--- src/rtl/cpu_controller.sv ---
`default_nettype none
// cpu_controller: Moore sequencer driving the cpu datapath strobes, one instruction per s handshake.
// Outputs are registered and decoded from the next state, so they always match the state register.
module cpu_controller #(
  parameter bit IMM_FLAGS = 1'b1
) (
  input  logic       clk,
  input  logic       reset,
  input  logic       s,
  input  logic [2:0] opcode,
  input  logic [1:0] op,
  output logic       w,
  output logic [2:0] nsel,
  output logic       vsel,
  output logic       write,
  output logic       loada,
  output logic       loadb,
  output logic       asel,
  output logic       bsel,
  output logic [1:0] aluop,
  output logic       loadc,
  output logic       loads,
  output logic       illegal
);

  typedef enum logic [2:0] {
    S_WAIT      = 3'd0,
    S_DECODE    = 3'd1,
    S_WRITE_IMM = 3'd2,
    S_IMM_ALU   = 3'd3,
    S_GET_A     = 3'd4,
    S_GET_B     = 3'd5,
    S_ALU       = 3'd6,
    S_WRITE_REG = 3'd7
  } state_t;

  localparam logic [2:0] OPC_MOV = 3'b110;
  localparam logic [2:0] OPC_ALU = 3'b101;
  localparam logic [1:0] OP_CMP  = 2'b01;
  localparam logic [1:0] OP_MVN  = 2'b11;

  state_t     state_q, state_d;
  logic [2:0] opc_q, opc_d;
  logic [1:0] op_q, op_d;

  logic       w_q, w_d;
  logic [2:0] nsel_q, nsel_d;
  logic       vsel_q, vsel_d;
  logic       write_q, write_d;
  logic       loada_q, loada_d;
  logic       loadb_q, loadb_d;
  logic       asel_q, asel_d;
  logic       bsel_q, bsel_d;
  logic [1:0] aluop_q, aluop_d;
  logic       loadc_q, loadc_d;
  logic       loads_q, loads_d;
  logic       illegal_q, illegal_d;

  function automatic logic is_legal(input logic [2:0] oc, input logic [1:0] o);
    return ((oc == OPC_MOV) && ((o == 2'b10) || (o == 2'b00))) || (oc == OPC_ALU);
  endfunction

  // Next state; opcode/op are captured only on acceptance so the IR may reload mid-instruction.
  always_comb begin
    state_d = S_WAIT;
    opc_d   = opc_q;
    op_d    = op_q;
    case (state_q)
      S_WAIT: begin
        if (s) begin
          state_d = S_DECODE;
          opc_d   = opcode;
          op_d    = op;
        end else begin
          state_d = S_WAIT;
        end
      end
      S_DECODE: begin
        case ({opc_q, op_q})
          {OPC_MOV, 2'b10}:                                        state_d = S_WRITE_IMM;
          {OPC_MOV, 2'b00}, {OPC_ALU, OP_MVN}:                     state_d = S_GET_B;
          {OPC_ALU, 2'b00}, {OPC_ALU, OP_CMP}, {OPC_ALU, 2'b10}:   state_d = S_GET_A;
          default:                                                 state_d = S_WAIT;
        endcase
      end
      S_WRITE_IMM: state_d = IMM_FLAGS ? S_IMM_ALU : S_WAIT;
      S_IMM_ALU:   state_d = S_WAIT;
      S_GET_A:     state_d = S_GET_B;
      S_GET_B:     state_d = S_ALU;
      S_ALU:       state_d = ((opc_q == OPC_ALU) && (op_q == OP_CMP)) ? S_WAIT : S_WRITE_REG;
      S_WRITE_REG: state_d = S_WAIT;
      default:     state_d = S_WAIT;
    endcase
  end

  always_comb begin
    w_d       = 1'b0;
    nsel_d    = 3'b000;
    vsel_d    = 1'b0;
    write_d   = 1'b0;
    loada_d   = 1'b0;
    loadb_d   = 1'b0;
    asel_d    = 1'b0;
    bsel_d    = 1'b0;
    aluop_d   = 2'b00;
    loadc_d   = 1'b0;
    loads_d   = 1'b0;
    illegal_d = 1'b0;
    case (state_d)
      S_WAIT:      w_d = 1'b1;
      S_DECODE:    illegal_d = !is_legal(opc_d, op_d);
      S_WRITE_IMM: begin
        nsel_d  = 3'b001;
        vsel_d  = 1'b1;
        write_d = 1'b1;
      end
      S_IMM_ALU: begin
        asel_d  = 1'b1;
        bsel_d  = 1'b1;
        loadc_d = 1'b1;
        loads_d = 1'b1;
      end
      S_GET_A: begin
        nsel_d  = 3'b001;
        loada_d = 1'b1;
      end
      S_GET_B: begin
        nsel_d  = 3'b100;
        loadb_d = 1'b1;
      end
      S_ALU: begin
        loadc_d = 1'b1;
        loads_d = 1'b1;
        asel_d  = (opc_d == OPC_MOV) || (op_d == OP_MVN);
        aluop_d = (opc_d == OPC_ALU) ? op_d : 2'b00;
      end
      S_WRITE_REG: begin
        nsel_d  = 3'b010;
        write_d = 1'b1;
      end
      default: w_d = 1'b0;
    endcase
  end

  always_ff @(posedge clk or negedge reset) begin
    if (!reset) begin
      state_q   <= S_WAIT;
      opc_q     <= 3'b000;
      op_q      <= 2'b00;
      w_q       <= 1'b1;
      nsel_q    <= 3'b000;
      vsel_q    <= 1'b0;
      write_q   <= 1'b0;
      loada_q   <= 1'b0;
      loadb_q   <= 1'b0;
      asel_q    <= 1'b0;
      bsel_q    <= 1'b0;
      aluop_q   <= 2'b00;
      loadc_q   <= 1'b0;
      loads_q   <= 1'b0;
      illegal_q <= 1'b0;
    end else begin
      state_q   <= state_d;
      opc_q     <= opc_d;
      op_q      <= op_d;
      w_q       <= w_d;
      nsel_q    <= nsel_d;
      vsel_q    <= vsel_d;
      write_q   <= write_d;
      loada_q   <= loada_d;
      loadb_q   <= loadb_d;
      asel_q    <= asel_d;
      bsel_q    <= bsel_d;
      aluop_q   <= aluop_d;
      loadc_q   <= loadc_d;
      loads_q   <= loads_d;
      illegal_q <= illegal_d;
    end
  end

  assign w       = w_q;
  assign nsel    = nsel_q;
  assign vsel    = vsel_q;
  assign write   = write_q;
  assign loada   = loada_q;
  assign loadb   = loadb_q;
  assign asel    = asel_q;
  assign bsel    = bsel_q;
  assign aluop   = aluop_q;
  assign loadc   = loadc_q;
  assign loads   = loads_q;
  assign illegal = illegal_q;

endmodule
`default_nettype wire

--- config.mk ---
export PLATFORM = sky130hd
export DESIGN_NAME = cpu_controller
export DESIGN_NICKNAME = d
export VERILOG_FILES = /design/src/rtl/cpu_controller.sv
export SDC_FILE = /design/constraint.sdc
export NUM_CORES = 1
export LEC_CHECK = 0
export CAP_MARGIN = 20
export CORE_ASPECT_RATIO = 1.1
export CORE_MARGIN = 2
export CORE_UTILIZATION = 42
export CTS_CLUSTER_DIAMETER = 40
export CTS_CLUSTER_SIZE = 12
export DETAILED_ROUTE_END_ITERATION = 8
export GPL_TIMING_DRIVEN = 0
export PLACE_DENSITY_LB_ADDON = 0.2
export SLEW_MARGIN = 0
export SYNTH_ARGS = -nofsm -noshare
export SYNTH_HDL_FRONTEND = slang
export SYNTH_SLANG_ARGS = --single-unit
--- constraint.sdc ---
create_clock -name clk -period 2.4 [get_ports clk]
set_clock_uncertainty 0.15 [all_clocks]
set_input_delay 0.36 -clock clk [delete_from_list [all_inputs] [get_ports clk]]
set_output_delay 0.36 -clock clk [all_outputs]
set_load 0.05 [all_outputs]
[Word level (Yosys, flattened, before mapping)]
Cells that the tools add are included.
Operators by class
  reduce and logical (&&, ||, !) cells: 15
  muxes and demuxes: 20
  equality and inequality tests: 26
Operators with widths (number)
  3-bit == test, second input constant: 11
  5-bit == test, second input constant: 6
  3-bit one-hot mux with 7 select lines: 1
  3-bit one-hot mux with 3 select lines: 2
  3-bit by 2-bit == test with 1-bit output, second input constant: 4
  2-bit OR reduction: 5
  1-bit two-way mux: 9
  3-bit two-way mux: 3
  2-bit two-way mux: 4
  3-bit by 1-bit == test with 1-bit output, second input constant: 2
  3-bit zero test: 2
  2-bit == test, second input constant: 2
  1-bit logical OR: 3
  3-bit OR reduction: 1
  2-bit by 1-bit == test with 1-bit output, second input constant: 1
  1-bit logical AND: 2
  2-bit zero test: 1
  1-bit one-hot mux with 2 select lines: 1
  1-bit zero test: 1
Word-level totals
  input bits: 8
  output and inout port bits: 15
  word-level logic and storage cells: 75
  register bits: 22

[Longest topological paths before layout]
  depth after elaboration: 8
  mapped depth: 5
  gate-level depth less buffers: 4

[Worst setup path before layout]
OpenSTA, ideal clock, no wires.
  path kind: reg-to-reg
  from: register state_q[2]
  to: register aluop_q[0] (netlist: aluop[0])
  library setup time: 0.073 ns
  path buffers: 1
  arrival: 1.733 ns
  stages on the path, launching flop included: 6
  slack: 0.444 ns
  path through: dfrtp_1 -> buf_6 -> nor4b_4 -> mux2_4 -> or4b_1 -> nor2b_1
On the way
  word-level cells in the longest chain between the ends: 5
  elaborated cells between the ends (all ways): 16
RTL lines
  start: declaration: RTL line 42  | state_t state_q, state_d;
  start signal: assignment: RTL line 163  | state_q <= state_d;
  3-bit zero test: RTL line 68  | case (state_q)
  3-bit two-way mux: RTL line 68
  named net opc_d[0]: RTL line 43  | logic [2:0] opc_q, opc_d;
  3-bit == test: RTL line 135  | aluop_d = (opc_d == OPC_ALU) ? op_d : 2'b00;
  2-bit two-way mux: RTL line 135
  2-bit two-way mux: RTL line 109  | case (state_d)
  named net aluop_d[0]: RTL line 54  | logic [1:0] aluop_q, aluop_d;
  end signal: assignment: RTL line 174  | aluop_q <= aluop_d;
  end: declaration: RTL line 54
The timed path passes the listed nets, and every way through them passes these cells.

[Worst setup path in the final report]
Same ends and word-level chain as after synthesis.

==> results.cfg <==
[run_status]
status = complete, no violations

[floorplan]
num_rows = 18
die_w_um = 50.3
die_area_mm2 = 0.00276
ios = 23
die_y_um = 54.9
start_util = 0.444
fp.coreArea_mm2 = 0.00223

[worst_setup_path]
startpoint_type = register
worst-path-buf-inv = 1
cp_max_fo = 10
crit_type = register to register
max_stage_delay_ns = 0.57
critical_path.top_delay_family = simple AND/OR/NAND/NOR gates
crit_chain = buf_6, nor4b_4, mux2_4, or4b_1, nor2b_1
slowest_stage = nor4b_4
worstPathRequired_ns = 2.48
r2r_slack_ns = 0.20
cp.arrival_ns = 2.28
crit_path_end_kind = register

[synthesis]
synth_adder_area_share = 0
synth_top_family_by_area = simple AND/OR/NAND/NOR gates
seq_area_frac_synth = 0.558
yosys_warnings = 0
synth_xor_area_frac = 0
syn_inst = 85
synthMuxAreaShare = 0.0493
ys_top_cells_by_area = dfrtp_1, mux2_2, nor3b_1
synth-seq-cells = 22
syn-mean-instance-area_um2 = 11.6
syn_area_um2 = 990
ys_types = 33
synth_simple_gate_area_share = 0.233
synth.top_cell.area_share = 0.531
synth_top_area_cell = dfrtp_1
synth-compound-area-share = 0.0948
syn_nets = 93

[clocking]
clk_latency_ns = 0.30
cts_tree = built
cts_buffer_depth = 2
cts_resized = 0
path_clk_slew_ns = 0.11
post_cts_buffers = 0
holdBufCountCts = 0
cts_sinks = 22
ctsRootBufferMaster = clkbuf_4
h-tree-depth = 1
numCtsBuffers = 3

[routing]
drt_iter0_drc = 29
drc = 0
wire_per_inst_um = 12.5
via_count = 717
firstDrtPassIters = 4
drt.antenna.violating_nets = 0
drt-total-wl_um = 1760
vias_per_cell = 5.09

[run]
drv_cap = 0

[power]
peakVddDrop_mv = 0.729
leakagePower_nw = 0.575
p_per_area_mw_per_mm2 = 1250

[hold_path]
holdCritPathClass = primary input to asynchronous set/reset pin

[timing]
hold_violations = 0
finalSetupTns_ns = 0
period_minus_slack_ns = 2.20
worst_pin_slew_ns = 0.922
slew_viol_final = 0
fmax_mhz = 456
rsz0062_at_grt = false
finalSetupViolations = 0
relSlewSlack = 0.383
period_share = 0.915
setup_slack_ns = 0.205

[global_routing]
grt_use_total = 0.139
met1_usage = 0.163
first_global_vias = 641
met3_usage = 0.0269
grt_pass1_wl_um = 2730
grt_remaining_overflow = 0
grt_max_degree = 23
grt_util_met2 = 0.241
antenna_found_initial = 0
grt_busiest_layer = met2

[layout]
fin_nets = 120
area_delta_synth_final_pct = 29.7
drive_gt1_frac = 0.144
final_cell_mix = clkdlybuf4s50_1, dfrtp_1, inv_1
num_antenna_cells = 0
final_common_cell = clkdlybuf4s50_1

[place]
place_hpwl_um = 1340
portBuffers = 22
pre_cts_ws_ns = -0.0733
place.gp.congestion = 0.746
-- Yosys cell counts --
| cell type | count |
|---|---|
| and4bb_2 | 1 |
| buf_4 | 1 |
| nand2_1 | 6 |
| and3_1 | 1 |
| or4b_1 | 1 |
| o2111ai_1 | 1 |
| and2_1 | 1 |
| nand3_1 | 3 |
| a31oi_1 | 1 |
| mux2_2 | 3 |
| inv_1 | 7 |
| nor2_1 | 1 |
| nor2b_1 | 3 |
| nor3b_1 | 4 |
| or2_2 | 2 |
| a221oi_1 | 1 |
| dfrtp_1 | 21 |
| nor4b_1 | 2 |
| nor4b_4 | 1 |
| o22ai_1 | 2 |
| buf_12 | 1 |
| nor3_1 | 3 |
| buf_6 | 1 |
| o21ai_0 | 4 |
| and4b_1 | 1 |
| o211ai_1 | 1 |
| nand2b_1 | 2 |
| nand3b_1 | 1 |
| dfstp_2 | 1 |
| mux2_4 | 1 |
| o31ai_1 | 2 |
| nor4_1 | 1 |
| a21oi_1 | 3 |
-- power by group --
| part | internal [mW] | switching (mW) |
|---|---|---|
| clock | 0.0924 | 0.102 |
| combinational | 0.341 | 0.467 |
| sequential | 0.493 | 0.114 |
| total | 0.926 | 0.683 |
-- routing by layer --
layer  share of wire  up-vias
met5               0        -
met4          0.0079        0
met3           0.035        2
met2            0.51       16
met1            0.45      345
li1                -      354
-- logic make-up after synthesis --
logic type | Yosys count
muxes | 4
DFF | 22
AOI/OAI and AO/OA | 15
and+or+nand+nor | 34
buffers and inverters | 10
-- area by class of cell --
cell class | count | area [um2]
fillers | 190 | 946
plain buffers | 3 | 38.8
inverters | 7 | 26.3
multi-input cells | 53 | 373
repair buffers | 22 | 220
clock buffers | 4 | 36.3
well taps | 30 | 37.5
flip-flops and latches | 22 | 552
-- metrics by stage --
| stage | instances | cell area, um2 | power, mW | hold slack (ns) | utilization |
|---|---|---|---|---|---|
| after floorplan | 85 | 990 | 1.19 | -0.0856 | - |
| after global placement | 137 | 1250 | 1.40 | 0.469 | 0.559 |
| after detailed placement | 137 | 1250 | 1.42 | 0.477 | 0.559 |
| after CTS | 141 | 1280 | 1.62 | 0.443 | 0.576 |
| after global routing | 141 | 1280 | 1.72 | 0.476 | 0.576 |
| final | 141 | 1280 | 1.61 | 0.416 | 0.576 |
-- worst paths after layout --
kind	start	end	depth (start not counted)
max in group asynchronous	reset	loada	1
hold reg to reg	op_q[1]	vsel	2
min in group clk	op_q[1]	vsel	2
hold / removal	reset	asel	1
setup / recovery	state_q[2]	aluop[0]	5
setup reg to reg	state_q[2]	aluop[0]	5
-- sequential cells by signal (all words and copies together) (netlist names), 2 cells and up --
signal	cells
aluop	2
nsel	3
op_q	2
opc_q	3
state_q	3
Note: power is estimated with default switching activity, not from simulation.
